--- config.mk ---
export PLATFORM = sky130hd
export DESIGN_NAME = sram_window_raster
export DESIGN_NICKNAME = d
export VERILOG_FILES = /design/src/rtl/sram_scan_pkg.sv /design/src/rtl/scan_axis_step.sv /design/src/rtl/sram_window_raster.sv
export SDC_FILE = /design/constraint.sdc
export NUM_CORES = 1
export LEC_CHECK = 0
export CAP_MARGIN = 30
export CORE_MARGIN = 2
export CORE_UTILIZATION = 40
export DETAILED_ROUTE_END_ITERATION = 16
export PLACE_DENSITY = 0.63
export SLEW_MARGIN = 10
export SYNTH_ARGS = -nofsm -noshare
export SYNTH_HDL_FRONTEND = slang
export SYNTH_HIERARCHICAL = 1
export SYNTH_SLANG_ARGS = --single-unit
--- constraint.sdc ---
create_clock -name clk -period 14.2 [get_ports clk]
set_clock_uncertainty 0.2 [all_clocks]
set_input_delay 4.26 -clock clk [delete_from_list [all_inputs] [get_ports clk]]
set_output_delay 4.26 -clock clk [all_outputs]
set_load 0.005 [all_outputs]
--- src/rtl/sram_scan_pkg.sv ---
// Shared types and defaults for the SRAM window scanner.
// Window packing keeps x0 in the MSBs, y1 in the LSBs.
package sram_scan_pkg;

    localparam int DEF_COORD_W = 11;
    localparam int DEF_STEP_W  = 4;

    typedef enum logic {
        IDLE = 1'b0,
        SCAN = 1'b1
    } state_t;

    localparam logic RASTER     = 1'b0;
    localparam logic SERPENTINE = 1'b1;

    typedef struct packed {
        logic [DEF_COORD_W-1:0] x0;
        logic [DEF_COORD_W-1:0] y0;
        logic [DEF_COORD_W-1:0] x1;
        logic [DEF_COORD_W-1:0] y1;
    } win_t;

    function automatic logic [4*DEF_COORD_W-1:0] win_pack(
        input win_t w
    );
        return {w.x0, w.y0, w.x1, w.y1};
    endfunction

    function automatic win_t win_unpack(
        input logic [4*DEF_COORD_W-1:0] v
    );
        win_t w;
        w.x0 = v[4*DEF_COORD_W-1:3*DEF_COORD_W];
        w.y0 = v[3*DEF_COORD_W-1:2*DEF_COORD_W];
        w.x1 = v[2*DEF_COORD_W-1:DEF_COORD_W];
        w.y1 = v[DEF_COORD_W-1:0];
        return w;
    endfunction

endpackage

--- src/rtl/scan_axis_step.sv ---
// One-axis stride step with bound test in W+1 bits.
// dir=0 steps up against an upper bound, dir=1 steps down against a lower bound.
module scan_axis_step
    import sram_scan_pkg::*;
#(
    parameter int W  = DEF_COORD_W,
    parameter int SW = DEF_STEP_W
) (
    input  logic [W-1:0]  coord,
    input  logic [SW-1:0] stride,
    input  logic [W-1:0]  bound,
    input  logic          dir,
    output logic [W-1:0]  nxt,
    output logic          ovf
);

    logic [W:0] fwd;
    logic [W:0] bwd;

    always_comb begin
        fwd = {1'b0, coord} + (W+1)'(stride);
        bwd = {1'b0, coord} - (W+1)'(stride);
        if (dir) begin
            nxt = bwd[W-1:0];
            // MSB set means the subtraction went below zero
            ovf = bwd[W] || (bwd[W-1:0] < bound);
        end else begin
            nxt = fwd[W-1:0];
            ovf = fwd > {1'b0, bound};
        end
    end

endmodule

--- src/rtl/sram_window_raster.sv ---
// Strided raster/serpentine window walker feeding the SRAM read address.
// One (x, y) beat per valid/ready transfer; done/err are one-cycle pulses.
module sram_window_raster
    import sram_scan_pkg::*;
#(
    parameter int COORD_W = DEF_COORD_W,
    parameter int STEP_W  = DEF_STEP_W
) (
    input  logic                 clk,
    input  logic                 rst_n,
    input  logic                 start,
    input  logic [4*COORD_W-1:0] window,
    input  logic [STEP_W-1:0]    step_x,
    input  logic [STEP_W-1:0]    step_y,
    input  logic                 mode,
    input  logic                 abort,
    input  logic                 out_ready,
    output logic                 out_valid,
    output logic [COORD_W-1:0]   x,
    output logic [COORD_W-1:0]   y,
    output logic                 line_last,
    output logic                 frame_last,
    output logic                 busy,
    output logic                 done,
    output logic                 err
);

    state_t state_q;
    state_t state_d;

    logic [COORD_W-1:0] x0_q, y0_q, x1_q, y1_q;
    logic [STEP_W-1:0]  sx_q, sy_q;
    logic               mode_q;
    logic               rev_q;

    logic [COORD_W-1:0] wx0, wy0, wx1, wy1;
    logic               bad;
    logic               req;
    logic               fire;

    logic [COORD_W-1:0] x_nxt, y_nxt;
    logic               x_ovf, y_ovf;
    logic [COORD_W-1:0] x_bound;

    assign wx0 = window[4*COORD_W-1:3*COORD_W];
    assign wy0 = window[3*COORD_W-1:2*COORD_W];
    assign wx1 = window[2*COORD_W-1:COORD_W];
    assign wy1 = window[COORD_W-1:0];

    assign bad  = (wx1 < wx0) || (wy1 < wy0);
    assign req  = (state_q == IDLE) && start && !abort;
    assign fire = (state_q == SCAN) && out_ready;

    // Reverse lines stop at x0, forward lines at x1
    assign x_bound = rev_q ? x0_q : x1_q;

    scan_axis_step #(.W(COORD_W), .SW(STEP_W)) u_xstep (
        .coord  (x),
        .stride (sx_q),
        .bound  (x_bound),
        .dir    (rev_q),
        .nxt    (x_nxt),
        .ovf    (x_ovf)
    );

    scan_axis_step #(.W(COORD_W), .SW(STEP_W)) u_ystep (
        .coord  (y),
        .stride (sy_q),
        .bound  (y1_q),
        .dir    (1'b0),
        .nxt    (y_nxt),
        .ovf    (y_ovf)
    );

    always_ff @(posedge clk or negedge rst_n) begin
        if (!rst_n) state_q <= IDLE;
        else        state_q <= state_d;
    end

    always_comb begin
        state_d = state_q;
        unique case (state_q)
            IDLE: if (req && !bad) state_d = SCAN;
            SCAN: begin
                if (abort || (fire && x_ovf && y_ovf))
                    state_d = IDLE;
            end
        endcase
    end

    always_comb begin
        out_valid  = (state_q == SCAN);
        busy       = (state_q == SCAN);
        line_last  = out_valid && x_ovf;
        frame_last = out_valid && x_ovf && y_ovf;
    end

    always_ff @(posedge clk or negedge rst_n) begin
        if (!rst_n) begin
            x0_q   <= '0;
            y0_q   <= '0;
            x1_q   <= '0;
            y1_q   <= '0;
            sx_q   <= '0;
            sy_q   <= '0;
            mode_q <= RASTER;
            rev_q  <= 1'b0;
            x      <= '0;
            y      <= '0;
            done   <= 1'b0;
            err    <= 1'b0;
        end else begin
            done <= 1'b0;
            err  <= 1'b0;
            if (req && bad) begin
                err <= 1'b1;
            end else if (req) begin
                x0_q   <= wx0;
                y0_q   <= wy0;
                x1_q   <= wx1;
                y1_q   <= wy1;
                sx_q   <= (step_x == '0) ? STEP_W'(1) : step_x;
                sy_q   <= (step_y == '0) ? STEP_W'(1) : step_y;
                mode_q <= mode;
                rev_q  <= 1'b0;
                x      <= wx0;
                y      <= wy0;
            end else if (fire && !abort) begin
                if (!x_ovf) begin
                    x <= x_nxt;
                end else if (y_ovf) begin
                    done <= 1'b1;
                end else begin
                    y <= y_nxt;
                    if (mode_q == SERPENTINE) begin
                        rev_q <= !rev_q;
                        // A line turning forward restarts at x0; a reverse one keeps x
                        if (rev_q) x <= x0_q;
                    end else begin
                        x <= x0_q;
                    end
                end
            end
        end
    end

endmodule

### After elaboration in Yosys (flattened, before gate mapping)

Cells that the tools add are included.
W data, S select, Z words.

| word-level totals | value |
|---|---|
| bits in read-only memories | 0 |
| latch bits | 0 |
| bits in writable memories | 0 |
| register bits | 68 |
| memories kept | 0 |

| operators by class | value |
|---|---|
| multiply operators | 0 |
| equal/unequal tests | 3 |
| $add $sub $neg | 3 |
| div/mod/pow operators | 0 |
| order comparisons | 5 |
| shift operators | 0 |
| mux-type cells | 29 |
| bitwise logic cells | 2 |
| reductions and logical operators | 25 |

Operator list:

| kind | count |
|---|---|
| $mux W11 | 12 |
| $lt A11 B11 Y1 | 3 |
| $add A11 B4 Y12 | 2 |
| $gt A12 B11 Y1 | 2 |
| $mux W1 | 14 |
| $sub A11 B4 Y12 | 1 |
| $logic_and A1 B1 Y1 | 10 |
| $logic_not A4 Y1 | 2 |
| $mux W4 | 2 |
| $reduce_and A4 Y1 | 2 |
| $reduce_bool A2 Y1 | 3 |
| $reduce_and A5 Y1 | 1 |
| $ne A4 B4 Y1 const B | 1 |
| $logic_not A1 Y1 | 3 |
| $logic_or A1 B1 Y1 | 3 |
| $ne A3 B3 Y1 const B | 1 |
| $ne A2 B2 Y1 const B | 1 |
| $not A1 Y1 | 2 |
| $pmux W1 S2 | 1 |
| $reduce_and A2 Y1 | 1 |

### Logic depth before layout (Yosys ltp)

Gate-level depths: netlist of the first run.

| logic depth | value |
|---|---|
| word-level depth | 9 |
| gate-level depth with buffers | 20 |

### Cells and area by module

Netlist of the first run, hierarchy kept.

Modules (own cells, without submodules):

| module | cells each | times used | area each (sq um) |
|---|---|---|---|
| sram_window_raster | 309 | 1 | 3624.7 |
| scan_axis_step at u_ystep | 159 | 1 | 1318.8 |
| scan_axis_step at u_xstep | 170 | 1 | 1281.2 |

### Least setup slack after synthesis of the first run

Ideal clock, no wire load.

| timing | value |
|---|---|
| kind | reg-to-output |
| start | register x[1] |
| end | output port frame_last |
| stages on the path, launching flop included | 16 |
| data required time | 9.740 ns |
| arrival | 3.420 ns |
| slack | 6.320 ns |
| path through | dfrtp_1 -> ha_1 -> nor2b_4 -> o31a_2 -> nor3_2 -> nand2_1 -> xnor2_1 -> ha_1 -> a21o_1 -> a21o_1 -> a21oi_1 -> o21ai_0 -> a32oi_1 -> clkbuf_1 -> clkbuf_1 -> and3_1 |

| on the way | value |
|---|---|
| cells in the longest elaborated chain, start to end | 6 |

Ends and longest elaborated chain:

| what | RTL line | source |
|---|---|---|
| start, declared | sram_window_raster.sv:19 | `output logic [COORD_W-1:0] x,` |
| start signal, assigned | sram_window_raster.sv:126 | `x <= wx0;` |
| start signal, assigned | sram_window_raster.sv:130 | `x <= x_nxt;` |
| start signal, assigned | sram_window_raster.sv:138 | `if (rev_q) x <= x0_q;` |
| $sub A11 B4 Y12 | scan_axis_step.sv:22 | `bwd = {1'b0, coord} - (W+1)'(stride);` |
| $lt A11 B11 Y1 | scan_axis_step.sv:26 | `ovf = bwd[W] \|\| (bwd[W-1:0] < bound);` |
| $logic_or A1 B1 Y1 | scan_axis_step.sv:26 |  |
| $mux W1 * | scan_axis_step.sv:23 | `if (dir) begin` |
| net x_ovf | sram_window_raster.sv:42 | `logic x_ovf, y_ovf;` |
| $logic_and A1 B1 Y1 * (2 in a row) | sram_window_raster.sv:95 | `frame_last = out_valid && x_ovf && y_ovf;` |
| end, declared | sram_window_raster.sv:22 | `output logic frame_last,` |

The timed path passes the listed nets; every way through them passes the cells marked *.

### Worst setup path in the final report of the first run

| timing | value |
|---|---|
| start | register sx_q[1] |
| end | output port frame_last |

| on the way | value |
|---|---|
| cells in the longest elaborated chain, start to end | 6 |

Ends and longest elaborated chain:

| what | RTL line | source |
|---|---|---|
| start, declared | sram_window_raster.sv:32 | `logic [STEP_W-1:0] sx_q, sy_q;` |
| start signal, assigned | sram_window_raster.sv:122 | `sx_q <= (step_x == '0) ? STEP_W'(1) : step_x;` |
| $sub A11 B4 Y12 | scan_axis_step.sv:22 |  |
| $lt A11 B11 Y1 | scan_axis_step.sv:26 |  |
| $logic_or A1 B1 Y1 | scan_axis_step.sv:26 |  |
| $mux W1 * | scan_axis_step.sv:23 |  |
| net x_ovf | sram_window_raster.sv:42 |  |
| $logic_and A1 B1 Y1 * (2 in a row) | sram_window_raster.sv:95 |  |

Marks and branches as above.

==> implementation parameters, run 1 <==
Parameter                              Value

Status
  Outcome ... finished, final reports clean

Clocking
  Num CTS Buffers ... 9
  CTS H-Tree Depth ... 3
  CTS tree ... yes
  Setup Fix Bufs, Post-CTS ... 0
  Source-to-sink clock delay at the later pin of the worst-skew pair ... 340 ps
  Resize count post-CTS ... 0
  Maximum buffer depth of the clock tree ... 2
  Clock root buffer master ... clkbuf_16
  Clock slew at reported path FFs ... 60 ps
  Cts hold-fix bufs ... 0
  Clock tree sinks ... 68

Floorplanning
  Full die area ... 16600 um2
  Area of the core ... 15200 um2
  Number of top-level design ports ... 86
  Starting utilization of the core area ... 0.409
  Die X ... 129 um
  Vertical die dimension ... 129 um
  Num rows ... 45

Synthesis
  Post-synthesis cell count ... 638
  Netlist Area Pre-Place ... 6220 um2
  Share of the synthesized area in compound gates (AO/OA/AOI/OAI) ... 0.163
  Area share of xor/xnor cells in the synthesized design ... 0.0589
  Sequential share of the synthesized area ... 0.273
  Average footprint of a synthesized cell ... 9.76 um2
  Synth Register Bits ... 68
  Distinct cell type count of the synthesized netlist ... 67
  Yosys Warn Count ... 6
  EDFF count, synth ... 0
  Adder and majority cell fraction of the synthesized area ... 0.170
  Dominant combinational cell family by area after synthesis ... adder cells
  Synth Area in Simple Gates ... 0.123
  Async SR Flop Fraction ... 1.00
  Top_reg_cell synth ... dfrtp_1
  Proportion of synthesized area in mux cells ... 0.138

Final layout
  Post-Layout Inst Area ... 7480 um2
  Count of fill cells added during filler insertion ... 1445
  Final #Nets ... 852
  Most common cell after layout, fill and taps aside ... clkdlybuf4s50_1
  Share of layout cells above drive strength 1 ... 0.151
  Most frequent cells in the layout ... 84 x clkdlybuf4s50_1, 78 x ha_1, 68 x dfrtp_1
  Growth of design area from synthesis to finish ... 20.2%
  Number of antenna diodes ... 0
  Post-layout instance count excluding filler cells ... 905
  Area of the multi-input gates ... 4080 um2
  Area of all sequential standard cells ... 1700 um2

Placement
  Pre-CTS setup slack ... 5350 ps
  Post-placement cell count ... 886
  Number of port buffers ... 85
  Final RePlAce weighted congestion ... 0.921
  Area after detailed placement ... 7130 um2
  Estimated wirelength of the detail-placed design ... 12.9 mm

Timing
  Minimum setup slack in the final design ... 4940 ps
  Setup repair after global routing missed its margin ... false
  Final Hold Vio Count ... 0
  Final Critical Period ... 9260 ps
  Final setup viols ... 0
  Number of max-slew violations in the final report ... 0
  Highest attainable clock frequency ... 108 MHz
  Total Negative Setup Slacks ... 0 ps
  Least-Margin Pin Slew ... 946 ps
  Share of the clock period used by the worst path ... 0.652
  Headroom to the max-slew limit ... 0.369

GRT
  Total global routing overflow ... 0
  Vias in the first global route ... 5124
  Pin count of the biggest net entering global routing ... 69
  Global-route wire length before repair ... 27.1 mm
  Antenna violations before repair ... 0
  Overall routing resource usage ... 0.211

Hold path
  HP Class ... reg -> reg
  Startpoint of the worst hold path ... x1_q[4]

Worst setup path
  Critical path launch point type ... flop
  First element of the critical path ... sx_q[1]
  Chain of cells forming the critical path ... inv_1 > ha_1 > nor2b_4 > o31a_2 > nor3_2 > nand2_1 > xnor2_1 > ha_1 > a21o_1 > a21o_1 > a21oi_1 > o21ai_0 > a32oi_1 > buf_4 > and3_1 > clkdlybuf4s50_1
  Highest-delay cell along the critical path ... a32oi_1
  Category of the worst setup path capture point ... primary output
  Peak per-stage delay on the critical path ... 790 ps
  Crit-path max FO ... 10
  Class of the most critical setup path ... reg -> out
  Req. time, crit path ... 9740 ps
  Worst R2R Start ... sx_q[1]
  Data arrival time of the critical path ... 4800 ps

Route
  Number of routed nets with antenna violations ... 0
  Length of the first detailed-routing pass in iterations ... 4
  Vias per std cell ... 5.53
  Initial detailed-routing violation count ... 335
  Average wire per standard cell ... 18.8 um
  Final wirelength ... 17.0 mm
  Number of remaining DRC errors ... 0
  Count of vias placed by the detailed router ... 5004

Power
  Total power per unit cell area ... 241 nW/um2
  Leakage power ... 3.30 nW
  Peak VDD IR ... 0.0916 mV

Job
  Total of max-cap violations ... 0
==> cells in the mapped netlist (13+ instances only) <==
library cell  count  share of area
a21oi_1          34          0.027
mux2_2           48          0.087
mux2_1           17          0.031
mux2i_1          13          0.021
o31ai_1          13          0.016
xor2_1           13          0.018
dfrtp_1          68           0.27
xnor2_1          27          0.038
o21ai_0          14          0.011
nand2_1          28          0.017
ha_1             78           0.16
inv_1            60          0.036
nor2_1           40          0.024
==> per-stage QoR <==
stage | hold slack (ps) | util | power [mW]
2_1_floorplan | 254 | - | 1.25
3_3_place_gp | 273 | 0.469 | 1.53
3_5_place_dp | 274 | 0.469 | 1.55
4_1_cts | 289 | 0.489 | 1.80
5_1_grt | 302 | 0.492 | 1.97
6_report | 284 | 0.492 | 1.80
==> cell families (layout without fill, tap and decap cells) <==
group	count (synthesis)	in the layout
XOR/XNOR	41	41
flip-flops	68	68
adder cells (fa/ha/maj)	82	82
AND/OR/NAND/NOR	138	138
AO/OA/AOI/OAI	136	136
other	1	4
buffers and inverters	94	170
multiplexers	78	78
==> layer usage <==
metal / GRT usage / part of all wire
met5: 0 / 0
met1: 0.268 / 0.44
met3: 0.0486 / 0.047
met4: 0.0614 / 0.014
met2: 0.360 / 0.49
==> final cells by class <==
class / instances / area share
clock inverters: 7 / 0.0102
multi-input cells: 479 / 0.545
repair buffers: 94 / 0.126
clock buffers: 9 / 0.0301
inverters: 60 / 0.0301
well taps: 188 / 0.0314
flip-flops and latches: 68 / 0.227
==> critical path: cells and delay by family (launching register included) <==
family / cells / cell delay, ps
xor+xnor: 1 / 140
simple gates: 4 / 720
flops: 1 / 460
compound gates: 6 / 1680
fa+ha+maj: 2 / 510
buf+inv: 3 / 930
==> sequential cells by signal, summed over array words and instances (netlist names) <==
name    flops
x          11
mode_q      1
y          11
y1_q       11
sy_q        4
err         1
busy        1
sx_q        4
x1_q       11
rev_q       1
x0_q       11
done        1
==> worst paths after layout <==
kind | end | cells past startpoint | slack, ps
setup / recovery | frame_last | 16 | 4940
hold reg to reg | x1_q[4] | 1 | 280
min in group asynchronous | y1_q[1] | 2 | 3670
setup reg to reg | x[6] | 18 | 8980
max in group asynchronous | sx_q[3] | 3 | 9570
hold / removal | x1_q[4] | 1 | 280
==> report_power, final <==
part / leakage, nW / total, mW / internal (mW) / switching [mW]
logic: 2.34 / 1.18 / 0.584 / 0.598
clock network: 0.142 / 0.231 / 0.137 / 0.0942
registers: 0.825 / 0.392 / 0.272 / 0.120
total: 3.30 / 1.80 / 0.993 / 0.811
(Power assumes the default switching activity.)
==> run 2, diff against run 1 <==
PLACE_DENSITY = 0.66   (was 0.63)
clock period = 8.3 ns   (was 14.2 ns; I/O delays follow)
==> implementation parameters, run 2 (synthesized netlist as in run 1, its figures left out) <==
Parameter                              Value

Timing
  Final Critical Period ... 6860 ps
  Setup repair after global routing missed its margin ... false
  Share of the clock period used by the worst path ... 0.827
  Total Negative Setup Slacks ... 0 ps (unchanged)
  Final setup viols ... 0 (unchanged)
  Highest attainable clock frequency ... 146 MHz
  Least-Margin Pin Slew ... 896 ps (-50.3 ps)
  Minimum setup slack in the final design ... 1440 ps (-3500 ps)
  Headroom to the max-slew limit ... 0.403 (+0.0336)
  Number of max-slew violations in the final report ... 0 (unchanged)
  Final Hold Vio Count ... 0 (unchanged)

Clocking
  Resize count post-CTS ... 0 (unchanged)
  CTS tree ... yes
  Clock slew at reported path FFs ... 50 ps (about the same)
  Num CTS Buffers ... 9 (unchanged)
  Maximum buffer depth of the clock tree ... 2 (unchanged)
  Clock root buffer master ... clkbuf_16
  Clock tree sinks ... 68 (unchanged)
  Source-to-sink clock delay at the later pin of the worst-skew pair ... 350 ps (about the same)
  Setup Fix Bufs, Post-CTS ... 0 (unchanged)
  Cts hold-fix bufs ... 0 (unchanged)
  CTS H-Tree Depth ... 3 (unchanged)

Worst setup path
  Critical path launch point type ... flop
  First element of the critical path ... x[0]
  Peak per-stage delay on the critical path ... 510 ps (-280 ps)
  Req. time, crit path ... 5610 ps (-4130 ps)
  Category of the worst setup path capture point ... primary output
  Crit-path max FO ... 11 (+1)
  Class of the most critical setup path ... reg -> out
  Highest-delay cell along the critical path ... clkdlybuf4s50_1
  Worst R2R Start ... x[0]
  Chain of cells forming the critical path ... inv_1 > ha_1 > fa_1 > nor2b_1 > o21ai_2 > and2b_1 > xnor2_1 > ha_1 > a21oi_1 > o21ai_0 > a21oi_1 > o21ai_0 > a32oi_1 > buf_4 > and3_1 > clkdlybuf4s50_1
  Data arrival time of the critical path ... 4170 ps (-630 ps)

Floorplanning
  Number of top-level design ports ... 86 (unchanged)
  Full die area ... 16600 um2 (unchanged)
  Starting utilization of the core area ... 0.409 (unchanged)
  Vertical die dimension ... 129 um (unchanged)
  Area of the core ... 15200 um2 (unchanged)
  Num rows ... 45 (unchanged)
  Die X ... 129 um (unchanged)

Final layout
  Count of fill cells added during filler insertion ... 1408 (-2.6%)
  Most common cell after layout, fill and taps aside ... clkdlybuf4s50_1
  Number of antenna diodes ... 0 (unchanged)
  Growth of design area from synthesis to finish ... 20.4%
  Final #Nets ... 853 (+0.12%)
  Most frequent cells in the layout ... 84 x clkdlybuf4s50_1, 78 x ha_1, 68 x dfrtp_1
  Post-Layout Inst Area ... 7500 um2 (+0.18%)
  Share of layout cells above drive strength 1 ... 0.148 (-0.00279)
  Post-layout instance count excluding filler cells ... 905 (unchanged)

Power
  Peak VDD IR ... 0.138 mV (+51%)
  Total power per unit cell area ... 412 nW/um2 (+71%)
  Leakage power ... 3.32 nW (+0.42%)

GRT
  Total global routing overflow ... 0 (unchanged)
  Vias in the first global route ... 5112 (-0.23%)
  Pin count of the biggest net entering global routing ... 69 (unchanged)
  Overall routing resource usage ... 0.207 (-0.00444)
  Global-route wire length before repair ... 26.6 mm (-1.9%)
  Antenna violations before repair ... 0 (unchanged)

Hold path
  Startpoint of the worst hold path ... x1_q[6]
  HP Class ... reg -> reg

Placement
  Area after detailed placement ... 7160 um2 (+0.47%)
  Estimated wirelength of the detail-placed design ... 12.6 mm (-2.4%)
  Final RePlAce weighted congestion ... 0.904 (-1.9%)
  Pre-CTS setup slack ... 1810 ps (-3540 ps)
  Post-placement cell count ... 889 (+0.34%)
  Number of port buffers ... 85 (unchanged)

Route
  Count of vias placed by the detailed router ... 5117 (+2.3%)
  Number of remaining DRC errors ... 0 (unchanged)
  Number of routed nets with antenna violations ... 0 (unchanged)
  Length of the first detailed-routing pass in iterations ... 5 (+1)
  Initial detailed-routing violation count ... 237 (-29%)
  Final wirelength ... 16.7 mm (-1.8%)
  Average wire per standard cell ... 18.4 um (-1.8%)
  Vias per std cell ... 5.65 (+2.3%)

Status
  Outcome ... finished, final reports clean

Job
  Total of max-cap violations ... 0 (unchanged)
run 2: cell types whose count changed in the layout (fill, tap and decap cells not counted), sizes merged:
cell      before  now
buf           10   11
clkbuf         9   14
clkinv         3    0
clkinvlp       2    0
inv           61   60
run 2: cell type report:
type	instances	area, um2	share of cell area
Multi-Input combinational cell	479	4080	0.544
Sequential cell	68	1700	0.227
Timing Repair Buffer	95	952	0.127
Clock buffer	14	274	0.0366
Tap cell	188	235	0.0314
Inverter	60	225	0.0300
Clock inverter	1	30.0	0.00401
run 2: worst max-delay path, delay by kind of cell (launching register included):
family          cells  cell delay, ps
compound gates      6             820
xor+xnor            1             210
fa+ha+maj           3             970
buf+inv             3             840
flops               1             390
simple gates        3             580
run 2: path summary, 6_finish.rpt:
path	endpoint	slack [ps]	depth (start not counted)
worst min-delay path	x1_q[6]	280	1
worst min register to register	x1_q[6]	280	1
min in group asynchronous	x1_q[7]	1910	2
max in group asynchronous	x[1]	5430	3
worst max-delay path	frame_last	1440	16
worst max register to register	x[2]	3120	19
run 2: power breakdown:
part,internal [mW],switching [mW]
clock network,0.256,0.144
registers,0.466,0.195
logic,1.00,1.03
total,1.72,1.36
run 2: metrics by stage:
step,hold slack (ps),power [mW],utilization
final,284,3.09,0.493
after global routing,308,3.37,0.493
after CTS,288,3.08,0.491
after detailed placement,276,2.66,0.471
after global placement,269,2.61,0.470
after floorplan,254,2.14,-
run 2: per-layer routing:
metal / vias up / wire (um) / GRT usage
met1: 2523 / 7560 / 0.269
li1: 2442 / - / -
met2: 134 / 8130 / 0.347
met4: 0 / 265 / 0.0614
met3: 18 / 714 / 0.0437
met5: - / 0 / 0
==> run 3, diff against run 2 <==
clock period = 5.7 ns   (was 8.3 ns; I/O delays follow)
==> implementation parameters, run 3 (synthesized netlist as in run 1, its figures left out) <==
Parameter                              Value

Status
  Outcome ... finished, final reports clean

Floorplanning
  Vertical die dimension ... 129 um (unchanged)
  Number of top-level design ports ... 86 (unchanged)
  Area of the core ... 15200 um2 (unchanged)
  Full die area ... 16600 um2 (unchanged)
  Starting utilization of the core area ... 0.409 (unchanged)
  Num rows ... 45 (unchanged)
  Die X ... 129 um (unchanged)

Clocking
  Cts hold-fix bufs ... 0 (unchanged)
  Num CTS Buffers ... 9 (unchanged)
  CTS tree ... yes
  Maximum buffer depth of the clock tree ... 2 (unchanged)
  Source-to-sink clock delay at the later pin of the worst-skew pair ... 350 ps (about the same)
  CTS H-Tree Depth ... 3 (unchanged)
  Clock slew at reported path FFs ... 50 ps (about the same)
  Clock tree sinks ... 68 (unchanged)
  Clock root buffer master ... clkbuf_16

Timing
  Highest attainable clock frequency ... 188 MHz
  Share of the clock period used by the worst path ... 0.934
  Headroom to the max-slew limit ... 0.406 (+0.00322)
  Least-Margin Pin Slew ... 891 ps (-4.83 ps)
  Final setup viols ... 0 (unchanged)
  Setup repair after global routing missed its margin ... false
  Number of max-slew violations in the final report ... 0 (unchanged)
  Total Negative Setup Slacks ... 0 ps (unchanged)
  Final Critical Period ... 5330 ps
  Final Hold Vio Count ... 0 (unchanged)

Final layout
  Final #Nets ... 875 (+2.6%)
  Most frequent cells in the layout ... 82 x clkdlybuf4s50_1, 72 x ha_1, 64 x dfrtp_1
  Most common cell after layout, fill and taps aside ... clkdlybuf4s50_1
  Share of layout cells above drive strength 1 ... 0.214 (+0.0660)
  Post-Layout Inst Area ... 7760 um2 (+3.5%)
  Number of antenna diodes ... 0 (unchanged)
  Count of fill cells added during filler insertion ... 1396 (-0.85%)
  Growth of design area from synthesis to finish ... 24.6%

Worst setup path
  Class of the most critical setup path ... reg -> out
  Data arrival time of the critical path ... 3420 ps (-750 ps)
  Category of the worst setup path capture point ... primary output
  Path depth of the worst reg2reg path ... 20 (+1)
  Critical path launch point type ... flop
  Crit-path max FO ... 3 (-8)
  Req. time, crit path ... 3790 ps (-1820 ps)

Power
  Switching share of power ... 0.441 (-0.000525)
  Sequential share of power ... 0.195 (-0.019)
  Total internal power ... 2.65 mW (+54%)
  Share of power burned in combinational logic ... 0.690 (+0.034)
  Leakage power ... 3.46 nW (+4.2%)
  Peak VDD IR ... 0.252 mV (+83%)
  Part of the power in the clock network ... 0.115 (-0.014)
  Sw Pwr ... 2.09 mW (+53%)
  Total power after layout ... 4.74 mW (+54%)
  Total power per unit cell area ... 612 nW/um2 (+48%)

GRT
  Pin count of the biggest net entering global routing ... 39 (-43%)
  Antenna violations before repair ... 0 (unchanged)
  Total global routing overflow ... 0 (unchanged)
  Vias in the first global route ... 5453 (+6.7%)
  Global-route wire length before repair ... 28.4 mm (+6.6%)
  Overall routing resource usage ... 0.220 (+0.0130)

Route
  Number of routed nets with antenna violations ... 0 (unchanged)
  Initial detailed-routing violation count ... 285 (+20%)
  Vias per std cell ... 5.58 (-1.3%)
  Count of vias placed by the detailed router ... 5175 (+1.1%)
  Length of the first detailed-routing pass in iterations ... 5 (unchanged)
  Average wire per standard cell ... 19.0 um (+2.9%)
  Number of remaining DRC errors ... 0 (unchanged)
  Final wirelength ... 17.6 mm (+5.4%)

Hold path
  Number of cells traversed by the worst hold path ... 1 (unchanged)
  HP Class ... reg -> reg

Placement
  Final RePlAce weighted congestion ... 0.875 (-3.1%)
  Area after detailed placement ... 7230 um2 (+0.89%)
  Estimated wirelength of the detail-placed design ... 13.2 mm (+5.0%)
  Number of port buffers ... 85 (unchanged)

Job
  Total of max-cap violations ... 0 (unchanged)
[run 3: changes by cell type in the layout (fill, tap and decap cells not counted), sizes merged]
cell,before,now
bufinv,1,0
clkinv,0,1
dlymetal6s2s,0,2
buf,11,33
clkdlybuf4s50,84,82
[run 3: power groups by stage]
stage | Sequential, mW | Combinational (mW) | Clock (mW)
2_1_floorplan | 0.832 | 2.28 | 0
3_3_place_gp | 0.920 | 2.93 | 0
3_5_place_dp | 0.933 | 3.00 | 0
4_1_cts | 0.918 | 3.10 | 0.562
5_1_grt | 0.959 | 3.63 | 0.584
6_report | 0.926 | 3.27 | 0.548
[run 3: timing repair]
item / 4_1_cts / 5_1_grt
setup buffers: 6 / 6
endpoints found under the setup margin: 2 / 2
pin swaps: 7 / 16
gates resized for setup: 13 / 23
[run 3: critical path, stage by stage (launching register included)]
cell	delay, ps
dfrtp_2	400
ha_1	310
nor2b_1	190
o211ai_1	170
a21oi_2	210
nand3_1	120
xnor2_1	160
ha_1	300
a21o_1	170
a21oi_2	180
o21ai_0	130
o31ai_2	250
a32oi_2	130
and2_1	200
dlymetal6s2s_1	150
[run 3: metal layers]
| metal | vias to the layer above | part of all wire | GRT usage |
|---|---|---|---|
| met3 | 30 | 0.043 | 0.0491 |
| met4 | 0 | 0.021 | 0.0659 |
| met2 | 118 | 0.50 | 0.396 |
| li1 | 2482 | - | - |
| met1 | 2545 | 0.43 | 0.262 |
| met5 | - | 0 | 0 |
[run 3: final timing paths]
path	startpoint	end	slack, ps
worst max register to register	x[0]	x[1]	990
worst max-delay path	x[1]	line_last	370
worst min register to register	x1_q[3]	x1_q[3]	280
min in group asynchronous	rst_n	y1_q[1]	1100
max in group asynchronous	rst_n	sx_q[1]	3390
worst min-delay path	x1_q[3]	x1_q[3]	280
[run 3: layout make-up]
type	instances	area [um2]	area share
multi-input combinational	479	4200	0.541
sequential	68	1710	0.220
timing repair buffer	117	1100	0.142
clock buffer	14	284	0.0366
tap	188	235	0.0303
inverter	60	225	0.0290
clock inverter	1	5.00	0.000645
[run 3: through the flow]
stage | hold slack [ps] | utilization | cells | setup WS, ps
finish | 282 | 0.510 | 927 | 374
global route | 299 | 0.510 | 927 | 205
CTS | 285 | 0.500 | 920 | 6.41
detailed placement | 272 | 0.475 | 899 | 173
global placement | 274 | 0.475 | 899 | 279
floorplan | 254 | - | 641 | 370
